===== config.mk =====
export PLATFORM = sky130hd
export DESIGN_NAME = dmem_responder
export DESIGN_NICKNAME = d
export VERILOG_FILES = /design/src/rtl/dmem_responder.sv
export SDC_FILE = /design/constraint.sdc
export NUM_CORES = 2
export LEC_CHECK = 0
export ABC_AREA = 1
export CAP_MARGIN = 20
export CORE_ASPECT_RATIO = 0.9
export CORE_MARGIN = 2
export CORE_UTILIZATION = 33
export DETAILED_ROUTE_END_ITERATION = 16
export GPL_TIMING_DRIVEN = 1
export PLACE_DENSITY = 0.51
export SLEW_MARGIN = 20
export SYNTH_ARGS = -nofsm -noshare
export SYNTH_HDL_FRONTEND = slang
export SYNTH_SLANG_ARGS = --single-unit

===== constraint.sdc =====
create_clock -name clk -period 55.1 [get_ports clk]
set_input_delay 16.53 -clock clk [delete_from_list [all_inputs] [get_ports clk]]
set_output_delay 16.53 -clock clk [all_outputs]
set_load 0.02 [all_outputs]

===== src/rtl/dmem_responder.sv =====
// Direct-mapped, write-through, no-write-allocate data cache behind the LSQ dmem port.
// One request in flight at a time; lines refill one word per memory handshake.
module dmem_responder #(
  parameter int SETS       = 16,
  parameter int LINE_WORDS = 4
) (
  input  logic        clk,
  input  logic        rst,
  input  logic [31:0] dmem_addr,
  input  logic        dmem_rmask,
  input  logic [3:0]  dmem_wmask,
  input  logic [31:0] dmem_wdata,
  output logic [31:0] dmem_rdata,
  output logic        dmem_resp,
  output logic [31:0] mem_addr,
  output logic        mem_read,
  output logic        mem_write,
  output logic [3:0]  mem_wmask,
  output logic [31:0] mem_wdata,
  input  logic [31:0] mem_rdata,
  input  logic        mem_resp
);
  localparam int OFF_W  = $clog2(LINE_WORDS);
  localparam int IDX_W  = $clog2(SETS);
  localparam int IDX_LO = OFF_W + 2;
  localparam int TAG_LO = IDX_LO + IDX_W;
  localparam int TAG_W  = 32 - TAG_LO;

  typedef enum logic [2:0] {IDLE, COMPARE, REFILL, WRITE_THRU, ST_DONE} state_e;

  state_e           state_q;
  logic [31:2]      req_addr_q;
  logic [3:0]       req_wmask_q;
  logic [31:0]      req_wdata_q;
  logic             req_is_store_q;
  logic [OFF_W-1:0] beat_q;
  logic [SETS-1:0]  valid_q;
  logic [TAG_W-1:0] tag_q  [SETS];
  logic [31:0]      data_q [SETS][LINE_WORDS];

  logic [IDX_W-1:0] idx;
  logic [OFF_W-1:0] word;
  logic [TAG_W-1:0] req_tag;
  logic             hit;
  logic             last_beat;
  logic [31:0]      merge_word;
  logic             unused_addr_bits;

  // Byte offset within a word never selects anything; the requester shifts loads.
  assign unused_addr_bits = ^dmem_addr[1:0];

  assign idx       = req_addr_q[TAG_LO-1:IDX_LO];
  assign word      = req_addr_q[IDX_LO-1:2];
  assign req_tag   = req_addr_q[31:TAG_LO];
  assign hit       = valid_q[idx] && (tag_q[idx] == req_tag);
  assign last_beat = (beat_q == OFF_W'(LINE_WORDS - 1));

  always_comb begin
    merge_word = data_q[idx][word];
    for (int b = 0; b < 4; b++) begin
      if (req_wmask_q[b]) merge_word[8*b +: 8] = req_wdata_q[8*b +: 8];
    end
  end

  always_ff @(posedge clk or posedge rst) begin
    if (rst) begin
      state_q        <= IDLE;
      req_addr_q     <= '0;
      req_wmask_q    <= '0;
      req_wdata_q    <= '0;
      req_is_store_q <= 1'b0;
      beat_q         <= '0;
      valid_q        <= '0;
      for (int s = 0; s < SETS; s++) tag_q[s] <= '0;
    end else begin
      case (state_q)
        IDLE: begin
          if ((dmem_wmask != 4'b0000) || dmem_rmask) begin
            req_addr_q     <= dmem_addr[31:2];
            req_wmask_q    <= dmem_wmask;
            req_wdata_q    <= dmem_wdata;
            req_is_store_q <= (dmem_wmask != 4'b0000);
            state_q        <= COMPARE;
          end
        end
        COMPARE: begin
          if (req_is_store_q) begin
            state_q <= WRITE_THRU;
          end else if (hit) begin
            state_q <= IDLE;
          end else begin
            valid_q[idx] <= 1'b0;
            beat_q       <= '0;
            state_q      <= REFILL;
          end
        end
        REFILL: begin
          if (mem_resp) begin
            beat_q <= beat_q + 1'b1;
            if (last_beat) begin
              tag_q[idx]   <= req_tag;
              valid_q[idx] <= 1'b1;
              state_q      <= COMPARE;
            end
          end
        end
        WRITE_THRU: begin
          if (mem_resp) state_q <= ST_DONE;
        end
        ST_DONE: state_q <= IDLE;
        default: state_q <= IDLE;
      endcase
    end
  end

  // Line storage carries no reset; valid_q alone decides whether it is meaningful.
  always_ff @(posedge clk) begin
    if (state_q == REFILL && mem_resp) begin
      data_q[idx][beat_q] <= mem_rdata;
    end else if (state_q == COMPARE && req_is_store_q && hit) begin
      data_q[idx][word] <= merge_word;
    end
  end

  always_comb begin
    dmem_resp  = 1'b0;
    dmem_rdata = '0;
    mem_read   = 1'b0;
    mem_write  = 1'b0;
    mem_addr   = '0;
    mem_wmask  = '0;
    mem_wdata  = '0;
    case (state_q)
      COMPARE: begin
        if (!req_is_store_q && hit) begin
          dmem_resp  = 1'b1;
          dmem_rdata = data_q[idx][word];
        end
      end
      REFILL: begin
        mem_read = 1'b1;
        mem_addr = {req_addr_q[31:IDX_LO], beat_q, 2'b00};
      end
      WRITE_THRU: begin
        mem_write = 1'b1;
        mem_addr  = {req_addr_q, 2'b00};
        mem_wmask = req_wmask_q;
        mem_wdata = req_wdata_q;
      end
      ST_DONE: dmem_resp = 1'b1;
      default: ;
    endcase
  end
endmodule


* Word level (Yosys, flattened, before mapping)
Memories as Yosys holds them, arrays and structs flattened.
Cells that the tools add are included.
** Cells by class
- Add/sub/neg operators :: 1
- Magnitude comparators :: 8
- Equal/unequal tests :: 12
- Muxes and demuxes :: 179
- Bitwise gates (word level) :: 134
- Reductions and logical operators :: 19
** Operator list (count)
- $bwmux 384 :: 1
- $mux 128 :: 2
- $mux 32 :: 7
- $mux 1 :: 136
- $demux 32 s2 :: 2
- $or 1x1->1 :: 128
- $bmux 24 s4 :: 1
- $demux 24 s4 :: 1
- $mux 24 :: 3
- $bmux 32 s2 :: 1
- $mux 16 :: 4
- $pmux 32 s2 :: 1
- $mux 8 :: 4
- $pmux 16 s2 :: 1
- $eq 24x24->1 :: 1
- $and 16x16->16 :: 1
- $not 16->16 :: 1
- $or 16x16->16 :: 1
- $mux 3 :: 4
- $ne 2x2->1 const B :: 6
- $pmux 3 s4 :: 1
- $mux 2 :: 5
- $logic_and 1x1->1 :: 9
- $reduce_and 4->1 :: 2
- other kinds (26) :: 30
** Word-level totals
- Flip-flop bits (word level) :: 472
- Bits in writable memories :: 2048
- Bits of input ports :: 104
- Output and inout port bits :: 103
- Word-level logic and storage cells :: 377
- Memories :: 1
** Memories
- data_q :: depth 16, bits a word 128, rd ports 1, clocked after Yosys merged registers in 0, wr ports 1, RTL line 39 : logic [31:0] data_q [SETS][LINE_WORDS];

* Longest topological paths before layout
- Depth in word-level cells :: 11
- Gate-level depth with buffers :: 24
- Depth with buffers taken out :: 21

* Worst setup path after synthesis
OpenSTA, ideal clock, no wires.
- Kind :: input to register
- Start point :: in mem_resp
- End point :: mem data_q[13][0] (netlist name), enable pin
- Setup time :: 0.432 ns
- Data arrival time :: 19.143 ns
- Setup slack :: 35.525 ns
- Stages on the path :: 7
- Path through :: inv_1 -> nor2_1 -> nand2_1 -> buf_2 -> buf_1 -> clkbuf_1 -> a21oi_1
** Between the ends
- Word-level cells in the longest chain between the ends :: 4
** Ends and longest elaborated chain
- start: declaration :: RTL line 21 : input logic mem_resp
- $logic_and 1x1->1 * :: RTL line 118 : if (state_q == REFILL && mem_resp) begin
- $mux 1 :: RTL line 118
- $mux 128 (on tied branches) :: RTL line 119, 121
- $or 1x1->1 (no line) *
- end: declaration :: RTL line 39
Mark *: on every way between the ends. The rest lies on a longest branch, timed or not.

* Worst setup path in the final report
- Start point :: reg req_addr_q[5] (netlist name)
- End point :: out dmem_rdata[1]
** Between the ends
- Word-level cells in the longest chain between the ends :: 9
** Ends and longest elaborated chain
- start: declaration :: RTL line 32 : logic [31:2] req_addr_q;
- start signal: assignment :: RTL line 79 : req_addr_q <= dmem_addr[31:2];
- $not 4->5 (implied by the code) :: RTL line 55 : assign hit = valid_q[idx] && (tag_q[idx] == req_tag);
- $bmux 24 s4 :: RTL line 55
- $mux 24 (implied by the code) (2 in a row) :: RTL line 55
- $eq 24x24->1 :: RTL line 55
- $logic_and 1x1->1 :: RTL line 55
- $logic_and 1x1->1 :: RTL line 135 : if (!req_is_store_q && hit) begin
- $mux 32 * :: RTL line 135
- $mux 32 * :: RTL line 133 : case (state_q)
- end: declaration :: RTL line 13 : output logic [31:0] dmem_rdata,
Mark *: on every way between the ends. The rest lies on a longest branch, timed or not. The select of a mux whose other input is x is not followed.

==> out/results.ini <==
[run_status]
status = complete, no violations

[timing]
setup_viol = 0
hold_violations = 0
setup_tns_ns = 0
worst_slack_ns = 29.84
period_share_pct = 45.84
maxSlewViolCount = 0
period_minus_slack_ns = 25.26
hold_ws_ns = 0.4760
finalClockSkew_ns = 0.08749
worst_pin_slew_ns = 1.181
rsz0062_at_grt = false
max_freq_ghz = 0.03959
slew-limit-headroom_pct = 20.51

[global_routing]
grt_pass1_wl_um = 486000
grt_overflow = 0
grt_pass1_vias = 64530
grt_max_degree = 152
antenna_found_initial = 27
grt_util_all_layers_pct = 21.98

[cts]
cts_root_buf = clkbuf_16
holdBufCountCts = 0
cts_tree = yes
cts_resized = 0
clock_latency_ns = 0.88
cts_buffers = 282
cts.sinks = 2520
cts_buffer_depth = 4
cts_setup_buffers = 0
cts_htree_levels = 5
clk_pin_slew_ns = 0.06

[route]
antenna_left = 0
dr_total_vias = 68050
drt_wl_total_um = 347700
vias_per_cell = 5.424
dr.pass1.iters = 6
drtIter0Drc = 8078
route.detailed.drc = 0
wl_per_cell_um = 27.72

[cells_and_area]
drive_above_1_share_pct = 9.314
nFillCells = 28670
area_growth_pct = 16.23
fin_nets = 8358
post-route-util_pct = 38.46

[worst_hold_path]
hold_path_depth = 2
hold_class = reg -> reg

[floorplan]
num_io_pins = 207
initial_core_util_pct = 33.09
die_w_um = 585.4
core.rowCount = 192
coreArea_mm2 = 0.3034
dieArea_mm2 = 0.3087
fp.dieH_um = 527.3

[synthesis]
yosysTopAreaCell = edfxtp_1
avgSynthCellArea_um2 = 12.37
synth_async_sr_flop_share_pct = 18.73
synth_area_mm2 = 0.1004
synth_common_cells = edfxtp_1, nand2_1, a22oi_1
synth_cells = 8117
synth_seq_area_share_pct = 73.02
synth_flop_cell = edfxtp_1
yosys-top-cells-area = edfxtp_1, dfrtp_1, a22oi_1
ys_ff_latch = 2520
synth_top_area_share_pct = 61.26
ys_types = 33
synth_most_common_cell = edfxtp_1
ys_warn_count = 0
synth_edf_count = 2048

[power_and_ir_drop]
power_density_mw_per_mm2 = 51.48
irDropWorstVdd_mv = 0.04964
leakagePower_nw = 41.72

[worst_setup_path]
crit_top_cell = buf_4
r2r_cells = 16
cp.required_ns = 38.57
ff2ff_setup_slack_ns = 46.33
cp_max_fo = 66
critPathArrivalTime_ns = 8.73
critical_path.cell_chain = buf_4 -> clkinv_2 -> nor2_4 -> buf_4 -> buf_4 -> buf_4 -> buf_4 -> a22oi_1 -> a21oi_1 -> nor3_1 -> a21oi_1 -> nand2b_1 -> inv_1 -> nor2_1 -> clkdlybuf4s50_1
critPathKind = reg -> out
slowest_delay_ns = 0.93
cpMaxStageDelayCell = nor2_4
cp-start-kind = flop
reg2reg_to = data_q[5][8]
worstSetupEndpointType = output port
timing.rr.start = req_addr_q[5]

[placed_design]
port_buffers = 202
gp_congestion = 0.8365
hpwl_um = 186700
place_ws_ns = 30.70

[run]
max-cap-violations = 0

## registers in the layout (all words and copies together) (netlist names), named ones only
signal / count
data_q: 2048
beat_q: 2
req_wmask_q: 4
req_wdata_q: 32
req_is_store_q: 1
state_q: 3
tag_q: 384
req_addr_q: 30
## power breakdown
part / total [W] / internal (W) / switching, W
Clock: 0.00181 / 0.00105 / 0.000755
Combinational: 0.00202 / 0.000469 / 0.00155
Sequential: 0.00217 / 0.00211 / 0.0000610
## cell families (layout without fill, tap and decap cells)
group	count (synthesis)	after routing	share of synthesized area, %
flops	2520	2520	73.02
simple gates	2498	2498	9.758
compound gates	2195	2195	13.53
buf+inv	899	1241	3.634
fa+ha+maj	4	4	0.04985
other cells	1	13	0.003735
## layout by cell type (no fill, tap or decap), types with 177 or more instances in the layout
master,count
a21oi_1,549
nor2_1,572
nand2_1,1692
o21ai_0,455
clkdlybuf4s50_1,202
buf_4,177
dfrtp_1,470
edfxtp_1,2048
inv_1,333
clkbuf_16,293
a22oi_1,1025
## critical path, delay by kind of cell (launching register included)
family	cells	cell delay [ns]
AOI/OAI and AO/OA	3	1.09
DFF	1	0.34
buffers and inverters	8	4.71
and+or+nand+nor	4	1.41
## how the worst max path moves through the flow
| stage | start | to | cells after the start |
|---|---|---|---|
| 6_report | req_addr_q[5] | dmem_rdata[1] | 15 |
| 5_1_grt | req_addr_q[5] | dmem_rdata[1] | 15 |
| 4_1_cts | req_addr_q[5] | dmem_rdata[1] | 15 |
| 3_5_place_dp | req_addr_q[5] | dmem_rdata[1] | 15 |
| 3_3_place_gp | req_addr_q[5] | dmem_rdata[1] | 15 |
| 2_1_floorplan | rst | asynchronous set/reset pin | 1 |
## per-layer routing
layer	track usage, %	part of all wire [%]
met2	34.40	46
met4	9.236	4.4
met3	3.860	8.2
met1	30.07	41
met5	0	0.016
## area by class of cell
cell class | count | area [µm²] | area share (%)
Antenna cell | 11 | 27.53 | 0.02359
Clock buffer | 360 | 7684 | 6.585
Inverter | 358 | 1376 | 1.179
Sequential cell | 2520 | 73320 | 62.83
Multi-Input combinational cell | 4699 | 24610 | 21.09
Clock inverter | 134 | 1086 | 0.9307
Tap cell | 4074 | 5097 | 4.368
Timing Repair Buffer | 389 | 3492 | 2.993
## through the flow
step,instance area [µm²],total power (W),std cells
4_1_cts,116400,0.006007,12530
5_1_grt,116700,0.006228,12540
3_3_place_gp,107600,0.004197,12030
2_1_floorplan,100400,0.003267,8118
3_5_place_dp,107600,0.004201,12030
6_report,116700,0.006006,12550
Note: power is estimated with default switching activity, not from simulation.
